<file path="src/rtl/dpll_lock_det.sv">
`timescale 1ns/1ps
// DPLL lock detector: counts synchronized fb_clk rising edges over a GATE_CYCLES window and
// declares lock after LOCK_WINDOWS consecutive in-tolerance windows. Macro DPLL_LOCK_HYST_EN adds unlock hysteresis.
module dpll_lock_det #(
  parameter int GATE_CYCLES  = 1024,
  parameter int CNT_W        = 12,
  parameter int EXP0         = 256,
  parameter int EXP1         = 128,
  parameter int EXP2         = 64,
  parameter int EXP3         = 32,
  parameter int TOL          = 2,
  parameter int LOCK_WINDOWS = 4
) (
  input  logic             wb_clk_i,
  input  logic             wb_rst_n,
  input  logic             enable,
  input  logic [1:0]       freq_select,
  input  logic             fb_clk,
  output logic [CNT_W-1:0] meas_count,
  output logic             meas_valid,
  output logic             locked,
  output logic             lock_lost
);

  typedef enum logic [1:0] {
    IDLE    = 2'd0,
    SETTLE  = 2'd1,
    MEASURE = 2'd2,
    EVAL    = 2'd3
  } state_t;

  localparam int GW = $clog2(GATE_CYCLES + 3);
  localparam int RW = $clog2(LOCK_WINDOWS + 1);
  localparam int DW = CNT_W + 1;

  state_t           state_r, state_nx_s;
  logic             sync1_r, sync2_r, sync_prev_r;
  logic [1:0]       fsel_r;
  logic [GW-1:0]    gate_cnt_r;
  logic [CNT_W-1:0] edge_cnt_r;
  logic [RW-1:0]    good_run_r;
  logic [CNT_W-1:0] meas_count_r;
  logic             meas_valid_r, locked_r, lock_lost_r;

  logic             rise_s, abort_s, stop_s, eval_s, good_s, bad_s;
  logic             bad_unlock_s, unlock_s, settle_done_s, gate_done_s, cnt_max_s;
  logic [DW-1:0]    exp_s, diff_s, mag_s;

  assign rise_s        = sync2_r & ~sync_prev_r;
  assign abort_s       = (state_r != IDLE) && (freq_select != fsel_r);
  assign stop_s        = ~enable;
  assign eval_s        = (state_r == EVAL) && enable && !abort_s;
  assign settle_done_s = (gate_cnt_r == GW'(2));
  assign gate_done_s   = (gate_cnt_r == GW'(GATE_CYCLES - 1));
  assign cnt_max_s     = &edge_cnt_r;

  // A saturated count means the true frequency is unknown, so it never scores as good.
  assign diff_s = {1'b0, edge_cnt_r} - exp_s;
  assign mag_s  = diff_s[DW-1] ? (~diff_s + DW'(1)) : diff_s;
  assign good_s = !cnt_max_s && (mag_s <= DW'(TOL));
  assign bad_s  = eval_s && !good_s;

`ifdef DPLL_LOCK_HYST_EN
  logic bad_prev_r;

  // Remembers whether the previous scored window was bad.
  always_ff @(posedge wb_clk_i) begin
    if (!wb_rst_n) begin
      bad_prev_r <= 1'b0;
    end else if (abort_s || stop_s) begin
      bad_prev_r <= 1'b0;
    end else if (eval_s) begin
      bad_prev_r <= ~good_s;
    end
  end

  assign bad_unlock_s = bad_s && bad_prev_r;
`else
  assign bad_unlock_s = bad_s;
`endif

  assign unlock_s = abort_s || stop_s || bad_unlock_s;

  // Expected edge count for the active frequency select.
  always_comb begin
    exp_s = DW'(EXP0);
    case (fsel_r)
      2'b00:   exp_s = DW'(EXP0);
      2'b01:   exp_s = DW'(EXP1);
      2'b10:   exp_s = DW'(EXP2);
      2'b11:   exp_s = DW'(EXP3);
      default: exp_s = DW'(EXP0);
    endcase
  end

  // Next-state logic: disable beats abort, abort beats the normal sequence.
  always_comb begin
    state_nx_s = state_r;
    if (!enable) begin
      state_nx_s = IDLE;
    end else if (abort_s) begin
      state_nx_s = SETTLE;
    end else begin
      case (state_r)
        IDLE:    state_nx_s = SETTLE;
        SETTLE:  state_nx_s = settle_done_s ? MEASURE : SETTLE;
        MEASURE: state_nx_s = gate_done_s ? EVAL : MEASURE;
        EVAL:    state_nx_s = MEASURE;
        default: state_nx_s = IDLE;
      endcase
    end
  end

  // State register, fb_clk synchronizer and select history.
  always_ff @(posedge wb_clk_i) begin
    if (!wb_rst_n) begin
      state_r     <= IDLE;
      sync1_r     <= 1'b0;
      sync2_r     <= 1'b0;
      sync_prev_r <= 1'b0;
      fsel_r      <= 2'b00;
    end else begin
      state_r     <= state_nx_s;
      sync1_r     <= fb_clk;
      sync2_r     <= sync1_r;
      sync_prev_r <= sync2_r;
      fsel_r      <= freq_select;
    end
  end

  // Gate and edge counters; both restart on every state change or abort.
  always_ff @(posedge wb_clk_i) begin
    if (!wb_rst_n) begin
      gate_cnt_r <= GW'(0);
      edge_cnt_r <= CNT_W'(0);
    end else begin
      if (abort_s || !enable || state_r == IDLE || state_nx_s != state_r) begin
        gate_cnt_r <= GW'(0);
      end else begin
        gate_cnt_r <= gate_cnt_r + GW'(1);
      end
      if (state_r != MEASURE || abort_s || !enable) begin
        edge_cnt_r <= CNT_W'(0);
      end else if (rise_s && !cnt_max_s) begin
        edge_cnt_r <= edge_cnt_r + CNT_W'(1);
      end
    end
  end

  // Window result, good-run tracking and lock outputs.
  always_ff @(posedge wb_clk_i) begin
    if (!wb_rst_n) begin
      meas_count_r <= CNT_W'(0);
      meas_valid_r <= 1'b0;
      locked_r     <= 1'b0;
      lock_lost_r  <= 1'b0;
      good_run_r   <= RW'(0);
    end else begin
      meas_valid_r <= eval_s;
      lock_lost_r  <= locked_r && unlock_s;
      if (eval_s) begin
        meas_count_r <= edge_cnt_r;
      end
      if (unlock_s) begin
        locked_r <= 1'b0;
      end else if (good_run_r == RW'(LOCK_WINDOWS)) begin
        locked_r <= 1'b1;
      end
      if (abort_s || stop_s || bad_s) begin
        good_run_r <= RW'(0);
      end else if (eval_s && good_run_r != RW'(LOCK_WINDOWS)) begin
        good_run_r <= good_run_r + RW'(1);
      end
    end
  end

  assign meas_count = meas_count_r;
  assign meas_valid = meas_valid_r;
  assign locked     = locked_r;
  assign lock_lost  = lock_lost_r;

endmodule

</file>
<file path="config.mk">
export PLATFORM = sky130hd
export DESIGN_NAME = dpll_lock_det
export DESIGN_NICKNAME = d
export VERILOG_FILES = /design/src/rtl/dpll_lock_det.sv
export SDC_FILE = /design/constraint.sdc
export NUM_CORES = 1
export LEC_CHECK = 0
export CAP_MARGIN = 20
export CORE_UTILIZATION = 40
export CTS_BUF_LIST = sky130_fd_sc_hd__clkbuf_8
export DETAILED_ROUTE_END_ITERATION = 7
export SLEW_MARGIN = 20
export SYNTH_ARGS = -nofsm -noshare
export SYNTH_HDL_FRONTEND = slang
export SYNTH_SLANG_ARGS = --single-unit
</file>
<file path="constraint.sdc">
create_clock -name wb_clk_i -period 3.1 [get_ports wb_clk_i]
set_input_delay 0.465 -clock wb_clk_i [delete_from_list [all_inputs] [get_ports wb_clk_i]]
set_output_delay 0.465 -clock wb_clk_i [all_outputs]
set_load 0.02 [all_outputs]
</file>
After elaboration in Yosys (flattened, before gate mapping). Index checks and enable logic that the tools add are counted. Widths: inputs -> output; s select.

Bits in registers: 48. Input port bits: 6. Output and inout bits: 15. Logic and storage cells: 69.

Add/sub/neg operators: 5. Magnitude comparators: 1. Equal/unequal tests: 13. Mux-type cells: 7. Bitwise gates (word level): 5. Reduce and logical (&&, ||, !) cells: 26.

Operators by type and width (count): $pmux 13 s4 (1); $add 13x1->13 const B (1); $le 13x2->1 const B (1); $mux 13 (1); $not 13->13 (1); $sub 12x13->13 (1); $add 12x1->12 const B (1); $reduce_and 12->1 (1); $add 11x1->11 const B (1); $eq 11x10->1 const B (1); $eq 11x2->1 const B (1); $eq 2x2->1 const B (4); $logic_and 1x1->1 (8); $pmux 2 s4 (1); $logic_or 1x1->1 (7); $mux 2 (3); $reduce_or 2->1 (3); $eq 2x1->1 const B (2); $logic_not 1->1 (4); $logic_not 2->1 (2); $ne 2x2->1 (2); $add 3x1->3 const B (1); $eq 3x3->1 const B (1); $ne 3x3->1 const B (1); other kinds (5) (7).

Logic depth before layout (Yosys ltp). Gate-level depths: netlist of run 1.

Depth in word-level cells: 12. Mapped depth: 10.

Least setup slack after synthesis of run 1. OpenSTA, ideal clock, no wires.

Kind: register to register. From: register fsel_r[0]. To: register lock_lost_r, in the netlist lock_lost. Data arrival time: 2687 ps. Setup slack: 296 ps. Stages on the path, launching flop included: 11. Buffers on the path: 0. Path through: dfxtp_1 and2_1 ha_1 fa_1 xor2_2 nand4_1 or3_1 o22a_1 a222oi_1 a41oi_2 o211a_1.

Longest elaborated chain between the ends: 12. Elaborated cells between the ends (all ways): 20. Classes of those cells: 2 x add/sub; 1 x order compare; 4 x eq/ne; 2 x mux; 1 x bitwise; 10 x reduce/logical.

Ends and longest elaborated chain: start, declared (RTL line 38) `logic [1:0] fsel_r;`; start signal, assigned (RTL line 127) `fsel_r <= freq_select;`; $eq 2x2->1, or another cell as far along (RTL line 87) `case (fsel_r)`; $pmux 13 s4 (RTL line 87); $sub 12x13->13 (RTL line 58) `assign diff_s = {1'b0, edge_cnt_r} - exp_s;`; $not 13->13 (RTL line 59) `assign mag_s = diff_s[DW-1] ? (~diff_s + DW'(1)) : diff_s;`; $add 13x1->13 (RTL line 59); $mux 13 (RTL line 59); $le 13x2->1 (RTL line 60) `assign good_s = !cnt_max_s && (mag_s <= DW'(TOL));`; $logic_and 1x1->1 (RTL line 60); $logic_not 1->1 (RTL line 61) `assign bad_s = eval_s && !good_s;`; $logic_and 1x1->1 (RTL line 61); $logic_or 1x1->1 (*) (RTL line 82) `assign unlock_s = abort_s || stop_s || bad_unlock_s;`; $logic_and 1x1->1 (*) (RTL line 160) `lock_lost_r <= locked_r && unlock_s;`; end signal, assigned (RTL line 160); end, declared (RTL line 43) `logic meas_valid_r, locked_r, lock_lost_r;`.

Mark *: on every way between the ends. The rest lies on a longest branch, timed or not. The select of a mux whose other input is x is not followed. A chain may end at the register's enable or synchronous reset.

Worst setup path after layout of run 1. Same ends and word-level chain as after synthesis.

==> results of run 1 <==
## worst max path at each step
| stage | startpoint | to | slack (ns) | cells after the start |
|---|---|---|---|---|
| detailed placement | fsel_r[0]$_SDFF_PN0_ | lock_lost$_SDFF_PN0_ | 0.11 | 10 |
| CTS | fsel_r[0]$_SDFF_PN0_ | lock_lost$_SDFF_PN0_ | 0.08 | 10 |
| finish | fsel_r[0]$_SDFF_PN0_ | lock_lost$_SDFF_PN0_ | 0.28 | 10 |
| global route | fsel_r[0]$_SDFF_PN0_ | lock_lost$_SDFF_PN0_ | 0.003 | 10 |
| global placement | fsel_r[0]$_SDFF_PN0_ | lock_lost$_SDFF_PN0_ | 0.15 | 10 |
| floorplan | fsel_r[0]$_SDFF_PN0_ | lock_lost$_SDFF_PN0_ | 0.30 | 10 |
## power by group through the flow
stage | Sequential [mW] | Combinational [mW] | Clock (mW)
4_1_cts | 0.624 | 0.0882 | 0.380
2_1_floorplan | 0.637 | 0.0639 | 0
6_report | 0.623 | 0.0911 | 0.359
3_3_place_gp | 0.638 | 0.0879 | 0
3_5_place_dp | 0.638 | 0.0878 | 0
5_1_grt | 0.624 | 0.102 | 0.404
## worst max-delay path, delay by kind of cell (launching register included)
kind,cells,cell delay [ns]
XOR/XNOR,1,0.17
AND/OR/NAND/NOR,3,0.65
adder cells (fa/ha/maj),2,0.58
AO/OA/AOI/OAI,4,0.97
flip-flops,1,0.35
## layer usage
metal	up-vias	track usage [%]	routed length [µm]
met1	931	22.3	2540
met3	12	2.86	154
li1	1055	-	-
met2	29	28.3	2350
met5	-	0	0
met4	0	7.72	122
## final cells by class
cell class                      instances  area (µm²)  area share, %
Clock buffer                            5        68.8           2.34
Timing Repair Buffer                   27         253           8.60
Multi-Input combinational cell        222        1490           50.8
Inverter                               15        56.3           1.92
Tap cell                               75        93.8           3.19
Clock inverter                          2        12.5          0.426
Sequential cell                        48         961           32.7
## timing repair
item / CTS / global route
buffers inserted: 0 / 1
resized for setup: 0 / 1
endpoints found under the setup margin: 0 / 5
hold buffers: 0 / 0
## registers in the layout, indices dropped and copies added (netlist names), 2 cells and up
| register | count |
|---|---|
| edge_cnt_r | 12 |
| fsel_r | 2 |
| gate_cnt_r | 11 |
| good_run_r | 3 |
| meas_count | 12 |
| state_r | 2 |
## layout by cell type (no fill, tap or decap), types with 2 or more instances in the layout
| cell | instances |
|---|---|
| nand2b_1 | 5 |
| xnor2_1 | 11 |
| or3_1 | 4 |
| and2_1 | 7 |
| nand3_1 | 12 |
| nand2_1 | 15 |
| ha_1 | 11 |
| o41ai_1 | 2 |
| dfxtp_1 | 48 |
| o31ai_1 | 3 |
| o21ai_0 | 6 |
| nor3_1 | 9 |
| nor2b_1 | 14 |
| nor2_1 | 38 |
| and3_1 | 7 |
| xor2_1 | 13 |
| buf_4 | 7 |
| a311o_1 | 2 |
| inv_1 | 15 |
| nor3b_1 | 2 |
| a21oi_1 | 17 |
| or2_2 | 3 |
| clkdlybuf4s50_1 | 20 |
| or4b_2 | 2 |
| clkbuf_8 | 5 |
| a31oi_1 | 2 |
| mux2i_1 | 9 |
| nor4b_1 | 3 |
## through the flow
stage	setup WS, ns	hold WS, ns	std cells
after floorplan	0.296	0.412	297
after global placement	0.149	0.422	386
after detailed placement	0.108	0.427	386
after CTS	0.0769	0.449	393
after global routing	0.00270	0.483	394
final	0.282	0.444	394
## cells by family after synthesis
family	Yosys count	synth area share (%)
adder cells (fa/ha/maj)	12	6.13
multiplexers	10	3.94
AND/OR/NAND/NOR	132	27.7
buffers and inverters	27	4.58
XOR/XNOR	25	8.81
AO/OA/AOI/OAI	43	11.4
flip-flops	48	37.4
==> reports/results.ini, run 1 <==
[place]
port-buffer-count = 20
placed_cell_area_mm2 = 0.00285
gp_congestion = 0.852
hpwl_mm = 3.82

[hold_path]
min_from = sync1_r$_SDFF_PN0_
min_to = sync2_r$_SDFF_PN0_
hp-class = flip-flop to flip-flop
hold_depth = 1

[floorplan]
dieArea_mm2 = 0.00675
num_io_pins = 21
initial_core_util_pct = 42.4
die_w_um = 82.2
die_y_um = 82.2
core_mm2 = 0.00606
rows = 28

[critical_path]
ff2ff_path_depth = 10
crit_type = flip-flop to flip-flop
worstPathRequired_ns = 3.30
reg2reg_slack_ns = 0.28
max_stage_delay_ns = 0.38
cp_slowest_cell = fa_2
worst-path-max-fanout = 5
r2r-end = lock_lost$_SDFF_PN0_
end_kind = flip-flop
crit_chain = and2_1 > ha_1 > fa_2 > xor2_2 > nand4_1 > or3_1 > o22a_1 > a222oi_1 > a41oi_2 > o211a_1
startpoint_type = flip-flop
r2r-start = fsel_r[0]$_SDFF_PN0_
crit_arrival_ns = 3.02

[cells_and_area]
area_delta_synth_final_pct = 14.4
fill_cells = 601
final_cell_area_mm2 = 0.00294
drive_gt1_share_pct = 9.40
diodes = 0
nNetsFinal = 337
post-route-util_pct = 48.5

[global_routing]
antenna_found_initial = 0
gr-total-overflow = 0
grt_max_degree = 22
grt_pass1_wl_mm = 8.78
grt_use_total_pct = 17.3
grt_pass1_vias = 1922

[logic_synthesis]
yosysSeqAreaShare_pct = 37.4
syn_nets = 315
ys.flop_type = dfxtp_1
synthArstFlopShare_pct = 0
netlist_area_mm2 = 0.00257
ys_warn_count = 0
synth_edf_count = 0
syn_area_per_cell_um2 = 8.65
synth_top_area_cell = dfxtp_1
synthTopCellsByCount = dfxtp_1, nor2_1, a21oi_1
synth_area_leaders = dfxtp_1, nor2_1, ha_1
netlist.area_leader.share_pct = 37.4
ys_types = 53
synth_cells = 297
synth.most_common_cell = dfxtp_1
synth_seq_cells = 48

[flow_run]
maxCapViolCount = 0

[drt]
route.detailed.drc = 0
wire_per_inst_um = 13.1
drtIter0Drc = 77
drtAntennaViolNets = 0
route.vias.total = 2027
vias_per_cell = 5.14
dr.pass1.iters = 4
wirelength_mm = 5.16

[timing]
relSlewSlack_pct = 59.7
period_share_pct = 90.9
worstMarginPinSlew_ns = 0.598
fin_tns_setup_ns = 0
fmax_mhz = 355
finalHoldViolations = 0
min_period_ns = 2.82
rsz0062_at_grt = no
fin_skew_ns = 0.00760
maxSlewViolCount = 0
setup-violations-final = 0

[power_and_ir_drop]
intPower_uw = 817
combPwrFrac_pct = 8.5
switching_power_uw = 256
seq_power_share_pct = 58.1
cellLeakagePower_nw = 1.08
pwr-share-clk_pct = 33.5
ir_worst_vdd_mv = 0.156
p_total_mw = 1.07
swShare_pct = 23.9
p_per_area_mw_per_mm2 = 365

[cts]
insertion_delay_ns = 0.30
cts_tree = done
numCtsBuffers = 5
clock_path_buffers = 2
cts_root_buffer = clkbuf_8
cts_sinks = 48
cts-htree-levels = 2
clk_pin_slew_ns = 0.09

[run_status]
outcome = complete, no violations

(Power assumes the default switching activity.)
==> run 2, diff against run 1 <==
Settings changed: CORE_UTILIZATION 40 to 55, GPL_ROUTABILITY_DRIVEN set to 0, MAX_ROUTING_LAYER set to met4, PLACE_DENSITY set to 0.76.
==> run 2 against run 1 <==
  * Utilization is 17 points higher
  * Sequential power hardly changed
  * Die area is 27% lower
  * Clock skew is 0.0012 ns higher
  * Count of clock-buffer cells in the layout stayed put
  * Global-route usage is 6.0 points higher
==> reports/results.ini, run 2 (synthesized netlist as in run 1, its figures left out) <==
[power_and_ir_drop]
cellLeakagePower_nw = 1.08  ; about the same
pwr-share-clk_pct = 34.2  ; was 33.5%
intPower_uw = 822  ; was 817 µW
ir_worst_vdd_mv = 0.294  ; was 0.156 mV
swShare_pct = 24.4  ; was 23.9%
switching_power_uw = 265  ; was 256 µW
combPwrFrac_pct = 8.5  ; about the same
p_per_area_mw_per_mm2 = 375  ; was 365 mW/mm²
seq_power_share_pct = 57.3  ; was 58.1%

[critical_path]
crit_arrival_ns = 3.16  ; was 3.02 ns
end_kind = flip-flop  ; unchanged
crit_start = fsel_r[0]$_SDFF_PN0_  ; unchanged
worstPathRequired_ns = 3.30  ; about the same
crit_type = flip-flop to flip-flop  ; unchanged
endpoint = lock_lost$_SDFF_PN0_  ; unchanged
worst-path-max-fanout = 5  ; unchanged
startpoint_type = flip-flop  ; unchanged
reg2reg_slack_ns = 0.14  ; was 0.28 ns
r2r-start = fsel_r[0]$_SDFF_PN0_  ; unchanged
ff2ff_path_depth = 10  ; unchanged
r2r-end = lock_lost$_SDFF_PN0_  ; unchanged

[global_routing]
grt_use_total_pct = 23.3  ; was 17.3%
grt_pass1_vias = 1959  ; was 1922
antenna_found_initial = 0  ; unchanged
grt_max_degree = 21  ; was 22
gr-total-overflow = 0  ; unchanged
grt_pass1_wl_mm = 9.01  ; was 8.78 mm

[cells_and_area]
drive_gt1_share_pct = 8.81  ; was 9.40%
fill_cells = 370  ; was 601
final_cell_mix = dfxtp_1, nor2_1, clkdlybuf4s50_1  ; unchanged
seqCellArea_um2 = 961  ; unchanged
nNetsFinal = 335  ; was 337
final_common_cell = dfxtp_1  ; unchanged
final_cells = 370  ; was 394
multi_input_area_mm2 = 0.00149  ; unchanged
area_delta_synth_final_pct = 13.0  ; was 14.4%
diodes = 0  ; unchanged
post-route-util_pct = 65.8  ; was 48.5%

[hold_path]
hold_depth = 1  ; unchanged
hp-class = flip-flop to flip-flop  ; unchanged

[flow_run]
maxCapViolCount = 0  ; unchanged

[floorplan]
die_y_um = 70.4  ; was 82.2 µm
num_io_pins = 21  ; unchanged
core_mm2 = 0.00441  ; was 0.00606 mm²
dieArea_mm2 = 0.00495  ; was 0.00675 mm²
die_w_um = 70.4  ; was 82.2 µm
rows = 24  ; was 28
initial_core_util_pct = 58.2  ; was 42.4%

[timing]
maxSlewViolCount = 0  ; unchanged
relSlewSlack_pct = 57.4  ; was 59.7%
period_share_pct = 95.5  ; was 90.9%
fin_skew_ns = 0.00877  ; was 0.00760 ns
rsz0062_at_grt = no  ; unchanged
fin_ws_ns = 0.140  ; was 0.282 ns
fmax_mhz = 338  ; was 355 MHz
finalHoldViolations = 0  ; unchanged
setup-violations-final = 0  ; unchanged
worstMarginPinSlew_ns = 0.633  ; was 0.598 ns
min_period_ns = 2.96  ; was 2.82 ns
fin_tns_setup_ns = 0  ; unchanged

[place]
port-buffer-count = 20  ; unchanged
dp_cells = 360  ; was 386
hpwl_mm = 3.80  ; was 3.82 mm
post-place-ws_ns = 0.0425  ; was 0.108 ns

[drt]
met2_length_mm = 2.38  ; was 2.35 mm
wl_met1_mm = 2.48  ; was 2.54 mm
wire_per_inst_um = 13.8  ; was 13.1 µm
drtIter0Drc = 123  ; was 77
vias_per_cell = 5.51  ; was 5.14
route.detailed.drc = 0  ; unchanged
wirelength_mm = 5.12  ; was 5.16 mm
met3_length_um = 187  ; was 154 µm
dr.pass1.iters = 4  ; unchanged
highest_layer = met4  ; unchanged
route.vias.total = 2040  ; was 2027
drtAntennaViolNets = 0  ; unchanged

[cts]
clock_path_buffers = 2  ; unchanged
numCtsBuffers = 5  ; unchanged
cts_root_buffer = clkbuf_8  ; unchanged
insertion_delay_ns = 0.30  ; about the same
cts_tree = done  ; unchanged
clk_pin_slew_ns = 0.09  ; about the same
postCtsHoldBufs = 0  ; unchanged
cts-htree-levels = 2  ; unchanged
cts_sinks = 48  ; unchanged

[run_status]
outcome = complete, no violations  ; unchanged

## run 2: worst min-delay path by stage
stage / from / to / slack, ns
floorplan: sync1_r$_SDFF_PN0_ / sync2_r$_SDFF_PN0_ / 0.41
global placement: sync1_r$_SDFF_PN0_ / sync2_r$_SDFF_PN0_ / 0.42
detailed placement: sync1_r$_SDFF_PN0_ / sync2_r$_SDFF_PN0_ / 0.42
CTS: sync1_r$_SDFF_PN0_ / sync2_r$_SDFF_PN0_ / 0.44
global route: sync1_r$_SDFF_PN0_ / sync2_r$_SDFF_PN0_ / 0.48
finish: sync1_r$_SDFF_PN0_ / sync2_r$_SDFF_PN0_ / 0.44
## run 2: stage by stage
step           hold WS (ns)  total power, mW  instance area (µm²)
5_1_grt               0.480             1.13                 2900
4_1_cts               0.442             1.09                 2890
3_5_place_dp          0.420            0.724                 2800
3_3_place_gp          0.421            0.722                 2800
6_report              0.440             1.09                 2900
2_1_floorplan         0.412            0.701                 2570
## run 2: layout make-up
type,instances,share of cell area (%)
inverters,15,1.94
flip-flops and latches,48,33.1
repair buffers,25,8.19
well taps,52,2.24
clock buffers,5,2.37
multi-input cells,222,51.5
clock inverters,3,0.690
## run 2: worst max-delay path, cell delays in order, from the launching register on
cell	delay [ns]
dfxtp_1	0.35
and2_1	0.17
ha_1	0.21
fa_2	0.38
xor2_2	0.20
nand4_1	0.17
or3_1	0.35
o22a_1	0.19
a222oi_1	0.33
a41oi_2	0.25
o211a_1	0.27
## run 2: repair_timing
item,4_1_cts,5_1_grt
endpoints found under the hold margin,0,0
endpoints found under the setup margin,0,5
setup buffers,0,2
resized for setup,0,1
## run 2: power by group through the flow
stage | Sequential, mW | Combinational [mW] | Clock (mW)
floorplan | 0.637 | 0.0639 | 0
global placement | 0.638 | 0.0847 | 0
detailed placement | 0.638 | 0.0859 | 0
CTS | 0.623 | 0.0864 | 0.379
global route | 0.625 | 0.103 | 0.407
finish | 0.623 | 0.0919 | 0.372
## run 2: metal layers
metal  global-route usage, %  up-vias
met4                    6.67        0
met5                       -        -
met3                    4.62        7
met2                    36.2       39
met1                    30.8      941
li1                        -     1053
==> run 3, diff against run 2 <==
Settings changed: CORE_MARGIN set to 10, CTS_BUF_LIST sky130_fd_sc_hd__clkbuf_8 to sky130_fd_sc_hd__clkbuf_4 sky130_fd_sc_hd__clkbuf_8 sky130_fd_sc_hd__clkbuf_16.
==> run 3 against run 2 <==
  * Worst setup slack better by 0.10 ns
  * Final cell count unchanged
  * Fmax up 3.6%
  * Largest cell class unchanged
  * Register-to-register slack better by 0.10 ns
  * Worst hold slack better by 0.0045 ns
  * Critical endpoint unchanged
  * Critical path depth unchanged
  * First-iteration DRC count down 21%
  * Sequential share of layout area down 0.10 points
==> reports/results.ini, run 3 (synthesized netlist as in run 1, its figures left out) <==
[critical_path]
worst-path-max-fanout = 5  ; unchanged
worst-path-buf-inv = 0  ; unchanged
worst-path-stages = 10  ; unchanged
crit_type = flip-flop to flip-flop  ; unchanged
crit_arrival_ns = 3.05  ; was 3.16 ns
crit_family = compound AO/OA/AOI/OAI gates  ; unchanged
ff2ff_path_depth = 10  ; unchanged
crit_chain = and2_1 > ha_1 > fa_2 > xor2_2 > nand4_1 > or3_1 > o22a_1 > a222oi_1 > a41oi_2 > o211a_1  ; unchanged
max_stage_delay_ns = 0.38  ; about the same
worstPathRequired_ns = 3.29  ; was 3.30 ns
startpoint_type = flip-flop  ; unchanged
cp_slowest_cell = fa_2  ; unchanged
end_kind = flip-flop  ; unchanged

[cts]
clk_pin_slew_ns = 0.08  ; was 0.09 ns
cts_tree = done  ; unchanged
postCtsHoldBufs = 0  ; unchanged
numCtsBuffers = 5  ; unchanged
cts_sinks = 48  ; unchanged
clock_path_buffers = 2  ; unchanged
cts-htree-levels = 2  ; unchanged
insertion_delay_ns = 0.29  ; was 0.30 ns
cts_root_buffer = clkbuf_8  ; unchanged
post-cts-setup-buffers = 0  ; unchanged

[floorplan]
die_y_um = 88.4  ; was 70.4 µm
num_io_pins = 21  ; unchanged
core_mm2 = 0.00444  ; was 0.00441 mm²
dieArea_mm2 = 0.00781  ; was 0.00495 mm²
die_w_um = 88.4  ; was 70.4 µm
initial_core_util_pct = 57.8  ; was 58.2%
rows = 24  ; unchanged

[timing]
rsz0062_at_grt = no  ; unchanged
worstMarginPinSlew_ns = 0.630  ; was 0.633 ns
min_period_ns = 2.86  ; was 2.96 ns
fin_ws_ns = 0.243  ; was 0.140 ns
fmax_mhz = 350  ; was 338 MHz
setup-violations-final = 0  ; unchanged
hold_slack_ns = 0.444  ; was 0.440 ns
fin_skew_ns = 0.00347  ; was 0.00877 ns
finalHoldViolations = 0  ; unchanged
period_share_pct = 92.2  ; was 95.5%
fin_tns_setup_ns = 0  ; unchanged
maxSlewViolCount = 0  ; unchanged
relSlewSlack_pct = 57.6  ; was 57.4%

[hold_path]
hp-class = flip-flop to flip-flop  ; unchanged
hold_depth = 1  ; unchanged

[cells_and_area]
final_cell_mix = dfxtp_1, nor2_1, clkdlybuf4s50_1  ; unchanged
nNetsFinal = 335  ; unchanged
post-route-util_pct = 65.5  ; was 65.8%
fill_cells = 389  ; was 370
area_delta_synth_final_pct = 13.3  ; was 13.0%
final_cells = 370  ; unchanged
final_common_cell = dfxtp_1  ; unchanged
final_cell_area_mm2 = 0.00291  ; was 0.00290 mm²
drive_gt1_share_pct = 9.12  ; was 8.81%
diodes = 0  ; unchanged

[place]
placed_cell_area_mm2 = 0.00281  ; was 0.00280 mm²
post-place-ws_ns = 0.141  ; was 0.0425 ns
dp_cells = 362  ; was 360
port-buffer-count = 20  ; unchanged
hpwl_mm = 3.83  ; was 3.80 mm

[drt]
dr.pass1.iters = 4  ; unchanged
drtAntennaViolNets = 0  ; unchanged
route.vias.total = 2030  ; was 2040
wirelength_mm = 5.02  ; was 5.12 mm
wire_per_inst_um = 13.6  ; was 13.8 µm
drtIter0Drc = 97  ; was 123
route.detailed.drc = 0  ; unchanged
vias_per_cell = 5.49  ; was 5.51

[power_and_ir_drop]
cellLeakagePower_nw = 1.09  ; was 1.08 nW
ir_worst_vdd_mv = 0.255  ; was 0.294 mV
p_per_area_mw_per_mm2 = 377  ; was 375 mW/mm²
p_total_mw = 1.10  ; was 1.09 mW

[global_routing]
grt_max_degree = 22  ; was 21
grt_use_total_pct = 14.0  ; was 23.3%
antenna_found_initial = 0  ; unchanged
grt_pass1_vias = 1927  ; was 1959
grt_pass1_wl_mm = 8.60  ; was 9.01 mm
gr-total-overflow = 0  ; unchanged

[run_status]
outcome = complete, no violations  ; unchanged

[flow_run]
maxCapViolCount = 0  ; unchanged

## run 3: final timing paths
path	endpoint	slack, ns	start
setup / recovery	lock_lost$_SDFF_PN0_	0.24	fsel_r[0]$_SDFF_PN0_
hold reg to reg	sync2_r$_SDFF_PN0_	0.44	sync1_r$_SDFF_PN0_
setup reg to reg	lock_lost$_SDFF_PN0_	0.24	fsel_r[0]$_SDFF_PN0_
hold / removal	sync2_r$_SDFF_PN0_	0.44	sync1_r$_SDFF_PN0_
## run 3: repair_timing
item / 4_1_cts / 5_1_grt
resized for setup: 0 / 1
endpoints found under the hold margin: 0 / 0
setup endpoints to repair: 0 / 5
## run 3: cell type report
| class | count | area [µm²] | share of cell area (%) |
|---|---|---|---|
| flip-flops and latches | 48 | 961 | 33.0 |
| repair buffers | 25 | 238 | 8.17 |
| inverters | 15 | 56.3 | 1.93 |
| well taps | 52 | 65.1 | 2.23 |
| clock buffers | 8 | 97.6 | 3.35 |
| multi-input cells | 222 | 1490 | 51.3 |
## run 3: where the power goes
part	internal (mW)	switching, mW
Sequential	0.620	0.00341
Combinational	0.0425	0.0457
Clock	0.199	0.187
Total	0.862	0.236
## run 3: worst reg2reg max path, stage by stage (launching register included)
cell and delay (ns):
dfxtp_1 0.34, and2_1 0.16, ha_1 0.20, fa_2 0.38, xor2_2 0.20, nand4_1 0.16, or3_1 0.34, o22a_1 0.19
a222oi_1 0.31, a41oi_2 0.22, o211a_1 0.25
## run 3: routing by layer
| layer | vias to the layer above | wire length (µm) | global-route usage, % |
|---|---|---|---|
| li1 | 1054 | - | - |
| met4 | 0 | 44 | 3.67 |
| met1 | 939 | 2420 | 17.1 |
| met5 | - | 0 | - |
| met2 | 32 | 2370 | 22.6 |
| met3 | 5 | 185 | 3.31 |
